[config.mk]
export PLATFORM = sky130hd
export DESIGN_NAME = vga_timing_flat
export DESIGN_NICKNAME = d
export VERILOG_FILES = /design/src/rtl/vga_if.sv /design/src/rtl/vga_timing.sv /design/src/flat_wrapper.sv
export SDC_FILE = /design/constraint.sdc
export NUM_CORES = 1
export LEC_CHECK = 0
export ABC_CLOCK_PERIOD_IN_PS = 2100
export BUFFER_PORTS_ARGS = -buffer_cell sky130_fd_sc_hd__buf_2
export CAP_MARGIN = 20
export CORE_ASPECT_RATIO = 0.5
export CORE_MARGIN = 4
export CORE_UTILIZATION = 30
export DETAILED_ROUTE_END_ITERATION = 6
export PLACE_DENSITY = 0.56
export SLEW_MARGIN = 0
export SYNTH_ARGS = -nofsm -noshare
export SYNTH_HDL_FRONTEND = slang
export SYNTH_SLANG_ARGS = --single-unit
[constraint.sdc]
create_clock -name clk -period 2.1 [get_ports clk]
set_input_delay 0.105 -clock clk [delete_from_list [all_inputs] [get_ports clk]]
set_output_delay 0.105 -clock clk [all_outputs]
set_load 0.005 [all_outputs]
[src/rtl/vga_if.sv]
// Raster timing bundle from vga_timing to the pixel generator and edit logic.
interface vga_if;
    logic       pix_tick;
    logic [9:0] h_cnt;
    logic [9:0] v_cnt;
    logic       valid;
    logic       hsync;
    logic       vsync;
    logic       frame_start;
    logic       vblank_start;
    logic       blink;

    modport master (
        output pix_tick, h_cnt, v_cnt, valid, hsync, vsync,
               frame_start, vblank_start, blink
    );

    modport slave (
        input  pix_tick, h_cnt, v_cnt, valid, hsync, vsync,
               frame_start, vblank_start, blink
    );
endinterface

[src/rtl/vga_timing.sv]
// 640x480@60 VGA raster timing, pixel divider, frame strobes and cursor blink.
// Define VGA_SYNC_DELAY_EN to delay valid/hsync/vsync by one full pixel.
module vga_timing #(
    parameter int CLK_DIV      = 4,
    parameter int H_ACTIVE     = 640,
    parameter int H_FP         = 16,
    parameter int H_SYNC       = 96,
    parameter int H_BP         = 48,
    parameter int V_ACTIVE     = 480,
    parameter int V_FP         = 10,
    parameter int V_SYNC       = 2,
    parameter int V_BP         = 33,
    parameter int BLINK_FRAMES = 30
) (
    input  logic clk,
    input  logic rst,
    vga_if.master vga
);
    localparam int H_TOTAL = H_ACTIVE + H_FP + H_SYNC + H_BP;
    localparam int V_TOTAL = V_ACTIVE + V_FP + V_SYNC + V_BP;
    localparam int DIV_W   = (CLK_DIV > 1) ? $clog2(CLK_DIV) : 1;

    localparam logic [DIV_W-1:0] DIV_LAST = DIV_W'(CLK_DIV - 1);
    localparam logic [9:0] H_LAST   = 10'(H_TOTAL - 1);
    localparam logic [9:0] V_LAST   = 10'(V_TOTAL - 1);
    localparam logic [9:0] H_ACT    = 10'(H_ACTIVE);
    localparam logic [9:0] V_ACT    = 10'(V_ACTIVE);
    localparam logic [9:0] V_PRE_VB = 10'(V_ACTIVE - 1);
    localparam logic [9:0] HS_FIRST = 10'(H_ACTIVE + H_FP);
    localparam logic [9:0] HS_LAST  = 10'(H_ACTIVE + H_FP + H_SYNC - 1);
    localparam logic [9:0] VS_FIRST = 10'(V_ACTIVE + V_FP);
    localparam logic [9:0] VS_LAST  = 10'(V_ACTIVE + V_FP + V_SYNC - 1);
    localparam logic [5:0] F_LAST   = 6'(BLINK_FRAMES - 1);

    logic [DIV_W-1:0] div_q, div_d;
    logic [9:0]       h_cnt_q, h_cnt_d;
    logic [9:0]       v_cnt_q, v_cnt_d;
    logic [5:0]       fcnt_q, fcnt_d;
    logic             pix_tick_q, pix_tick_d;
    logic             valid_q, valid_d;
    logic             hsync_q, hsync_d;
    logic             vsync_q, vsync_d;
    logic             frame_start_q, frame_start_d;
    logic             vblank_start_q, vblank_start_d;
    logic             blink_q, blink_d;
    logic             tick_s;
    logic             h_wrap_s;
    logic             valid_s, hsync_s, vsync_s;

    // Next-state: divider, raster counters, strobes, decode and blink phase.
    always_comb begin
        tick_s   = (div_q == DIV_LAST);
        h_wrap_s = (h_cnt_q == H_LAST);

        div_d          = tick_s ? '0 : div_q + DIV_W'(1);
        pix_tick_d     = tick_s;
        h_cnt_d        = h_cnt_q;
        v_cnt_d        = v_cnt_q;
        frame_start_d  = 1'b0;
        vblank_start_d = 1'b0;

        if (tick_s) begin
            if (h_wrap_s) begin
                h_cnt_d = 10'd0;
                if (v_cnt_q == V_LAST) begin
                    v_cnt_d = 10'd0;
                end else begin
                    v_cnt_d = v_cnt_q + 10'd1;
                end
            end else begin
                h_cnt_d = h_cnt_q + 10'd1;
            end
            frame_start_d  = h_wrap_s && (v_cnt_q == V_LAST);
            vblank_start_d = h_wrap_s && (v_cnt_q == V_PRE_VB);
        end else begin
            h_cnt_d = h_cnt_q;
        end

        valid_s = (h_cnt_q < H_ACT) && (v_cnt_q < V_ACT);
        hsync_s = !((h_cnt_q >= HS_FIRST) && (h_cnt_q <= HS_LAST));
        vsync_s = !((v_cnt_q >= VS_FIRST) && (v_cnt_q <= VS_LAST));

`ifdef VGA_SYNC_DELAY_EN
        // Sample the decode only at pixel boundaries so it trails the counters by a whole pixel.
        if (tick_s) begin
            valid_d = valid_s;
            hsync_d = hsync_s;
            vsync_d = vsync_s;
        end else begin
            valid_d = valid_q;
            hsync_d = hsync_q;
            vsync_d = vsync_q;
        end
`else
        valid_d = valid_s;
        hsync_d = hsync_s;
        vsync_d = vsync_s;
`endif

        fcnt_d  = fcnt_q;
        blink_d = blink_q;
        if (frame_start_q) begin
            if (fcnt_q == F_LAST) begin
                fcnt_d  = 6'd0;
                blink_d = ~blink_q;
            end else begin
                fcnt_d  = fcnt_q + 6'd1;
            end
        end else begin
            fcnt_d = fcnt_q;
        end
    end

    // State and registered outputs.
    always_ff @(posedge clk or posedge rst) begin
        if (rst) begin
            div_q          <= '0;
            h_cnt_q        <= 10'd0;
            v_cnt_q        <= 10'd0;
            fcnt_q         <= 6'd0;
            pix_tick_q     <= 1'b0;
            valid_q        <= 1'b0;
            hsync_q        <= 1'b1;
            vsync_q        <= 1'b1;
            frame_start_q  <= 1'b0;
            vblank_start_q <= 1'b0;
            blink_q        <= 1'b0;
        end else begin
            div_q          <= div_d;
            h_cnt_q        <= h_cnt_d;
            v_cnt_q        <= v_cnt_d;
            fcnt_q         <= fcnt_d;
            pix_tick_q     <= pix_tick_d;
            valid_q        <= valid_d;
            hsync_q        <= hsync_d;
            vsync_q        <= vsync_d;
            frame_start_q  <= frame_start_d;
            vblank_start_q <= vblank_start_d;
            blink_q        <= blink_d;
        end
    end

    assign vga.pix_tick     = pix_tick_q;
    assign vga.h_cnt        = h_cnt_q;
    assign vga.v_cnt        = v_cnt_q;
    assign vga.valid        = valid_q;
    assign vga.hsync        = hsync_q;
    assign vga.vsync        = vsync_q;
    assign vga.frame_start  = frame_start_q;
    assign vga.vblank_start = vblank_start_q;
    assign vga.blink        = blink_q;

endmodule

[src/flat_wrapper.sv]
// flat-port wrapper written by rule: the top's interface ports become plain ports
module vga_timing_flat 
#(
    parameter int CLK_DIV      = 4,
    parameter int H_ACTIVE     = 640,
    parameter int H_FP         = 16,
    parameter int H_SYNC       = 96,
    parameter int H_BP         = 48,
    parameter int V_ACTIVE     = 480,
    parameter int V_FP         = 10,
    parameter int V_SYNC       = 2,
    parameter int V_BP         = 33,
    parameter int BLINK_FRAMES = 30
)
  (clk, rst, vga_pix_tick, vga_h_cnt, vga_v_cnt, vga_valid, vga_hsync, vga_vsync, vga_frame_start, vga_vblank_start, vga_blink);
  vga_if vga_i ();
  input  logic clk;
  input  logic rst;
  output wire logic [$bits(vga_i.pix_tick)-1:0] vga_pix_tick;
  output wire logic [$bits(vga_i.h_cnt)-1:0] vga_h_cnt;
  output wire logic [$bits(vga_i.v_cnt)-1:0] vga_v_cnt;
  output wire logic [$bits(vga_i.valid)-1:0] vga_valid;
  output wire logic [$bits(vga_i.hsync)-1:0] vga_hsync;
  output wire logic [$bits(vga_i.vsync)-1:0] vga_vsync;
  output wire logic [$bits(vga_i.frame_start)-1:0] vga_frame_start;
  output wire logic [$bits(vga_i.vblank_start)-1:0] vga_vblank_start;
  output wire logic [$bits(vga_i.blink)-1:0] vga_blink;
  assign vga_pix_tick = vga_i.pix_tick;
  assign vga_h_cnt = vga_i.h_cnt;
  assign vga_v_cnt = vga_i.v_cnt;
  assign vga_valid = vga_i.valid;
  assign vga_hsync = vga_i.hsync;
  assign vga_vsync = vga_i.vsync;
  assign vga_frame_start = vga_i.frame_start;
  assign vga_vblank_start = vga_i.vblank_start;
  assign vga_blink = vga_i.blink;
  vga_timing #(.CLK_DIV(CLK_DIV), .H_ACTIVE(H_ACTIVE), .H_FP(H_FP), .H_SYNC(H_SYNC), .H_BP(H_BP), .V_ACTIVE(V_ACTIVE), .V_FP(V_FP), .V_SYNC(V_SYNC), .V_BP(V_BP), .BLINK_FRAMES(BLINK_FRAMES)) u_core (.clk(clk), .rst(rst), .vga(vga_i));
endmodule
# After elaboration in Yosys (flattened, before gate mapping)
# Index checks and enable logic that the tools add are counted.
# W data, S select, Z words.
# word_totals
ff_bits	35
latch_bits	0
mem_bits_rw	0
rom_bits	0
in_bits	2
out_inout_bits	27
n_memories	0
# classes
n_addsub	4
multipliers	0
div	0
magnitude_cmp	6
eq_ne	5
n_shift	0
muxes	6
bitwise	1
reduce_logical	9
# op_table
operator	count
$add A10 B1 Y10 const B	2
$eq A10 B10 Y1 const B	2
$mux W10	2
$eq A10 B9 Y1 const B	1
$ge A10 B10 Y1 const B	1
$ge A10 B9 Y1 const B	1
$le A10 B10 Y1 const B	1
$le A10 B9 Y1 const B	1
$lt A10 B10 Y1 const B	1
$lt A10 B9 Y1 const B	1
$add A6 B1 Y6 const B	1
$eq A6 B5 Y1 const B	1
$mux W6	1
$logic_and A1 B1 Y1	5
$reduce_and A2 Y1	2
$add A2 B1 Y2 const B	1
$eq A2 B2 Y1 const B	1
$logic_not A1 Y1	2
$mux W1	2
$mux W2	1
$not A1 Y1	1

# Logic depth before layout (Yosys ltp)
# Gate-level depths: netlist of the first run.
# depth
word_depth	3
depth_mapped	8

# Least setup slack after synthesis of the first run
# No wires, ideal clock.
# synth_timing
kind	reg2reg
start	register u_core.v_cnt_q[0], in the netlist u_core.vga.v_cnt[0]
end	register u_core.v_cnt_q[9], in the netlist u_core.vga.v_cnt[9]
setup_ns	0.126
arrival_time_ns	1.626
required_ns	1.974
slack_ns	0.348
path_stages_with_launch	7
period_less_slack_ns	1.752
path_cell_list	dfrtp_1 inv_1 ha_1 nand4_1 or4_1 buf_2 a311o_1
# synth_via
elab_chain_len	2
word_cells_on_any_way	3
cone_classes	add/sub: 1; eq/ne: 1; mux: 1
# synth_lines
item	line_no	rtl
from (decl)	vga_timing.sv:37	logic [9:0] v_cnt_q, v_cnt_d;
from (signal assigned)	vga_timing.sv:131	v_cnt_q <= v_cnt_d;
$add A10 B1 Y10 or $eq A10 B10 Y1 (tied branches)	vga_timing.sv:68, vga_timing.sv:65	
$mux W10 (*)	vga_timing.sv:65	if (v_cnt_q == V_LAST) begin
# Mark *: on every way between the ends. The rest lies on a longest branch, timed or not.
# A chain may end at the register's enable or synchronous reset.

# Final worst setup path of the first run
# Ends and elaborated chain as after synthesis.

==> results of run 1 <==
synthesized netlist by cell type:
cell       number  area (um^2)
inv_1           9         33.8
o2111ai_1       1         8.76
or4_1           3         22.5
nand3b_1        1         7.51
o21ai_1         3         15.0
nor3b_1         1         7.51
a22o_1          1         8.76
or3_1           2         12.5
and2_1          2         12.5
nand2_1        14         52.6
nand3_1         8         40.0
a21o_1          2         15.0
nand4_1         8         50.1
xor2_1          4         35.0
nor3_1          5         25.0
a21oi_1         5         25.0
mux2i_1         5         50.1
nor2b_1         1         6.26
o22ai_1         1         6.26
clkbuf_1        2         7.51
nor2_1         13         48.8
a311o_1         1         10.0
ha_1            8          100
buf_2           3         15.0
and3_1          3         18.8
and3b_1         1         8.76
and4_1          1         8.76
xnor2_1        10         87.6
dfstp_2         2         52.6
o21ai_0         6         30.0
nand2b_1        3         18.8
o21a_1          1         7.51
dfrtp_1        33          826
nor4_1          2         12.5
routing by layer:
| metal | vias up | share of wire |
|---|---|---|
| li1 | 644 | - |
| met1 | 655 | 0.48 |
| met2 | 26 | 0.46 |
| met3 | 4 | 0.037 |
| met4 | 0 | 0.014 |
| met5 | - | 0 |
worst paths after layout:
kind | cells after the start | slack (ns) | to
setup / recovery | 5 | 0.24 | u_core.vga.v_cnt[9]$_DFFE_PP0P_
hold / removal | 1 | 0.43 | u_core.div_q[0]$_DFF_PP0_
setup reg to reg | 5 | 0.24 | u_core.vga.v_cnt[9]$_DFFE_PP0P_
hold reg to reg | 1 | 0.43 | u_core.div_q[0]$_DFF_PP0_
max in group asynchronous | 4 | 1.04 | u_core.fcnt_q[2]$_DFFE_PP0P_
min in group asynchronous | 3 | 0.52 | u_core.vga.h_cnt[7]$_DFFE_PP0P_
metrics by stage:
| step | instances | utilization | hold slack, ns | power, mW |
|---|---|---|---|---|
| after floorplan | 165 | - | 0.258 | 0.697 |
| after global placement | 265 | 0.378 | 0.276 | 0.706 |
| after detailed placement | 265 | 0.378 | 0.274 | 0.706 |
| after CTS | 274 | 0.413 | 0.432 | 1.57 |
| after global routing | 274 | 0.413 | 0.457 | 1.61 |
| final | 274 | 0.413 | 0.426 | 1.55 |
power by group through the flow:
stage                     registers [mW]  logic (mW)  clock network [mW]
final                              0.675      0.0196               0.856
after global routing               0.674      0.0240               0.913
after CTS                          0.675      0.0211               0.876
after detailed placement           0.687      0.0197                   0
after global placement             0.687      0.0196                   0
after floorplan                    0.687     0.00990                   0
area by class of cell:
class / instances / area, um^2 / share of cell area
tap: 70 / 87.6 / 0.0409
timing repair buffer: 36 / 215 / 0.101
clock buffer: 6 / 139 / 0.0649
sequential: 35 / 878 / 0.410
multi-input combinational: 116 / 752 / 0.351
clock inverter: 2 / 35.0 / 0.0164
inverter: 9 / 33.8 / 0.0158
state kept, by name, indices dropped and copies added, names as in the netlist:
signal and flops:
u_core.fcnt_q 6, u_core.div_q 2, u_core.vga.hsync 1, u_core.vga.valid 1, u_core.vga.pix_tick 1, u_core.vga.frame_start 1
u_core.vga.blink 1, u_core.vga.v_cnt 10, u_core.vga.vblank_start 1, u_core.vga.h_cnt 10, u_core.vga.vsync 1
logic make-up after synthesis:
kind of cell / share of synthesized area
compound gates: 0.0749
simple gates: 0.209
fa+ha+maj: 0.0593
xor+xnor: 0.0727
mux: 0.0297
flops: 0.521
buf+inv: 0.0334
critical path, cell delays in order, from the launching register on:
cell	delay (ns)
dfrtp_1	0.39
inv_1	0.12
ha_1	0.16
nand4_1	0.09
or4_1	0.62
a311o_1	0.36
==> out/summary.txt, run 1 <==
CTS sink cnt = 35
Commonest non-fill, non-tap cell in the layout = dfrtp_1
Post-Place Worst Slack = 0.246 ns
Setup-failing EPs final = 0
Pleak = 1.01 nW
DP Area = 0.00196 mm^2
DRT Pass-1 Iters = 4
RSZ-0062 raised after global routing = false
Worst hold start = u_core.div_q[0]$_DFF_PP0_
Grt met2 use = 0.188
Met3 usage = 0.0314
Rows = 18
CTS Hold Bufs = 1
Via count = 1329
Switching power = 0.280 mW
Final Skew = 0.00382 ns
Worst vdd ir = 310 uV
Antenna violations before repair = 0
Final worst setup slack = 0.244 ns
Sw frac = 0.181
IO Pins = 29
Initial Utilization = 0.326
N_diodes = 0
First-pass GRT wire length = 6110 um
Unique cell type count in the Yosys netlist = 34
Initial drt markers = 59
Post-DR vias/cell = 4.85
Routed Antenna Nets = 0
Die Ht = 61.0 um
Status = completed
Setup Crit Path Kind = reg2reg
Sequential-to-total area share from yosys stat = 0.521
Layer with the highest usage = met2
Max-Cap Viols = 0
Post-CTS resize count = 0
Clk root buf = clkbuf_16
CTS H-tree lvls = 2
Max-slew headroom = 0.509
Clk Latency, worst-skew pair = 0.27 ns
Max-slew violation count = 0
Final instance area = 0.00214 mm^2
# port buffers = 28
CTS max path bufs = 2
Post-DP HPWL = 2560 um
Cell count after synthesis = 165
Most frequent cells in the layout = dfrtp_1 (33), buf_2 (28), nand2_1 (14), nor2_1 (13), xnor2_1 (10)
WP data required = 2.26 ns
Flops & latches, synth = 35
Sequential power share = 0.435
Hold violation count in the final report = 0
Fmax = 539 MHz
Layout area overhead = 26.9%
Fin crit share = 0.884
Worst slew pin tran = 0.735 ns
Worst setup path start = u_core.vga.v_cnt[0]$_DFFE_PP0P_
# Post-CTS Setup Buffers = 0
Remaining DRCs = 0
Fill cell count = 519
Die ar. = 0.00696 mm^2
Worst-path clk slew = 0.06 ns
Net Count, Synth = 175
Global Route Usage Sum = 0.113
Setup_tns = 0 ns
Die W = 114 um
Core area = 0.00518 mm^2
Final layout net count = 213
P per Cell Area = 724 mW/mm^2
Largest net degree at the start of global routing = 19
CTS tree = yes
Fraction of layout cells with a size suffix above 1 = 0.221
Vias in the first global route = 1320
Gate power share = 0.013
CP Capture Type = register
Pint = 1.27 mW
DRT Wirelength = 3490 um
Clk pwr share = 0.552
HP Class = reg2reg
CP startpoint kind = register
Min Clock Period, post-route = 1.86 ns
Reg-to-reg critical path startpoint = u_core.vga.v_cnt[0]$_DFFE_PP0P_
Crit path DAT = 2.02 ns
GPL Wtd Cong = 0.775
Grt total ovfl = 0
Met1 Usage GRT = 0.144
CP Max Fanout = 7
Total CTS buffers = 5
Post-Syn Area per Cell = 10.2 um^2
Ys Warns = 0
WL/cell = 12.7 um
Synthesized cell area = 0.00169 mm^2
Note: power is estimated with default switching activity, not from simulation.
==> run 2, diff against run 1 <==
--- a/config.mk
+++ b/config.mk
@@ -12,6 +12,7 @@
 export CORE_MARGIN = 4
 export CORE_UTILIZATION = 30
 export DETAILED_ROUTE_END_ITERATION = 6
+export MAX_ROUTING_LAYER = met4
 export PLACE_DENSITY = 0.56
 export SLEW_MARGIN = 0
 export SYNTH_ARGS = -nofsm -noshare
==> run 2 against run 1 <==
  * Final cell count did not move
  * Via count fell by 0.53%
  * Highest routed layer unchanged
  * Routed wire length is 0.34% higher
  * Clock skew is essentially flat
  * Clock-buffer cell count did not move
  * Setup slack improved by 0.0057 ns
  * Critical path type unchanged
  * Flip-flop and latch count is the same
  * Worst hold slack did not move
  * Total power rose by 0.13%
  * Die area stayed put
==> out/summary.txt, run 2 (synthesis gave the netlist of run 1 again) <==
Fraction of layout cells with a size suffix above 1 = 0.221
Final worst setup slack = 0.249 ns
P per Cell Area = 725 mW/mm^2
Hold path depth = 1
Clk Latency, worst-skew pair = 0.27 ns
Cell type of the slowest stage on the worst timing path = or4_1
HP Class = reg2reg
Crit path DAT = 2.01 ns
Vias in the first global route = 1323
Min Clock Period, post-route = 1.85 ns
CTS max path bufs = 2
Final Skew = 0.00375 ns
CTS H-tree lvls = 2
CP startpoint kind = register
Fin crit share = 0.881
Fmax = 540 MHz
Max stage delay on crit path = 0.55 ns
Post-DR vias/cell = 4.82
Buffers and inverters on the worst path = 0
Hold path endpoint = u_core.div_q[0]$_DFF_PP0_
Reg-to-reg critical path startpoint = u_core.vga.v_cnt[5]$_DFFE_PP0P_
CTS tree = yes
Core area = 0.00518 mm^2
Pleak = 1.01 nW
# Post-CTS Setup Buffers = 0
Max-slew violation count = 0
Status = completed
Max-slew headroom = 0.508
N_diodes = 0
R2R setup slack = 0.25 ns
Antenna violations before repair = 0
Cell count after placement = 265
Setup Crit Path Kind = reg2reg
Commonest non-fill, non-tap cell in the layout = dfrtp_1
Initial drt markers = 58
Max-Cap Viols = 0
CP Max Fanout = 7
Post-DP HPWL = 2560 um
Die Ht = 61.0 um
DRT Wirelength = 3500 um
Layout area overhead = 26.9%
IO Pins = 29
Setup-failing EPs final = 0
WL/cell = 12.8 um
Post-layout power = 1.55 mW
Worst-path clk slew = 0.06 ns
Via count = 1322
RSZ-0062 raised after global routing = false
# port buffers = 28
Worst-path cell chain = or3_1 -> or4_1 -> a311o_1
Clk root buf = clkbuf_16
DRT Pass-1 Iters = 4
Largest net degree at the start of global routing = 19
CTS sink cnt = 35
Fin cells = 274
Routed Antenna Nets = 0
Die W = 114 um
Die ar. = 0.00696 mm^2
Remaining DRCs = 0
Global Route Usage Sum = 0.117
Worst hold start = u_core.div_q[0]$_DFF_PP0_
Post-Place Worst Slack = 0.246 ns
Worst slew pin tran = 0.737 ns
WP data required = 2.26 ns
Grt total ovfl = 0
Reg2reg end = u_core.vga.v_cnt[9]$_DFFE_PP0P_
GPL Wtd Cong = 0.786
Worst vdd ir = 310 uV
Register-to-Register Path Depth = 3
Initial Utilization = 0.326
Setup_tns = 0 ns
Final layout net count = 213
Delay-heaviest family, CP = simple AND/OR/NAND/NOR gates
First-pass GRT wire length = 6110 um
Most frequent cells in the layout = dfrtp_1 (33), buf_2 (28), nand2_1 (14), nor2_1 (13), xnor2_1 (10)
CP Capture Type = register
Hold violation count in the final report = 0
Total CTS buffers = 5
Rows = 18
==> run 2: cell counts in the layout (fill, tap and decap cells not counted) <==
No cell type changed its count.
==> run 2: worst reg2reg max path, stage by stage, from the launching register on <==
cell and delay, ns:
dfrtp_1 0.44, or3_1 0.39, or4_1 0.55, a311o_1 0.36
==> run 2: metal layers <==
layer,vias to the layer above,global-route usage,wire length [um]
met2,19,0.188,1620
li1,645,-,-
met3,4,0.0294,86
met4,0,0.0457,48
met1,654,0.145,1740
met5,-,-,0
==> run 2: worst max-delay path by stage <==
stage / start / endpoint / slack [ns] / cells past startpoint
after floorplan: u_core.vga.v_cnt[0]$_DFFE_PP0P_ / u_core.vga.v_cnt[9]$_DFFE_PP0P_ / 0.35 / 6
after global placement: u_core.vga.v_cnt[0]$_DFFE_PP0P_ / u_core.vga.v_cnt[9]$_DFFE_PP0P_ / 0.28 / 5
after detailed placement: u_core.vga.v_cnt[0]$_DFFE_PP0P_ / u_core.vga.v_cnt[9]$_DFFE_PP0P_ / 0.25 / 5
after CTS: u_core.vga.v_cnt[0]$_DFFE_PP0P_ / u_core.vga.v_cnt[9]$_DFFE_PP0P_ / 0.24 / 5
after global routing: u_core.vga.v_cnt[1]$_DFFE_PP0P_ / u_core.vga.v_cnt[9]$_DFFE_PP0P_ / 0.13 / 5
final: u_core.vga.v_cnt[5]$_DFFE_PP0P_ / u_core.vga.v_cnt[9]$_DFFE_PP0P_ / 0.25 / 3
==> run 2: area by class of cell <==
cell class | instances | area, um^2
Clock inverter | 2 | 35.0
Tap cell | 70 | 87.6
Multi-Input combinational cell | 116 | 752
Sequential cell | 35 | 878
Inverter | 9 | 33.8
Timing Repair Buffer | 36 | 215
Fill cell | 519 | 3040
Clock buffer | 6 | 139
==> run 2: repair_timing <==
action | CTS | global route
gates resized for setup | 0 | 0
endpoints found under the hold margin | 15 | 0
hold buffers | 1 | 0
setup endpoints to repair | 0 | 0
==> run 2: per-stage QoR <==
step	hold slack, ns	area (um^2)	utilization
final	0.426	2140	0.413
after global routing	0.457	2140	0.413
after CTS	0.432	2140	0.413
after detailed placement	0.274	1960	0.378
after global placement	0.276	1960	0.378
after floorplan	0.258	1690	-
==> run 2: power by group <==
group	leakage (nW)	switching [mW]	internal, mW
combinational	0.459	0.0139	0.00566
clock	0.0868	0.268	0.589
sequential	0.463	0	0.675
total	1.01	0.282	1.27
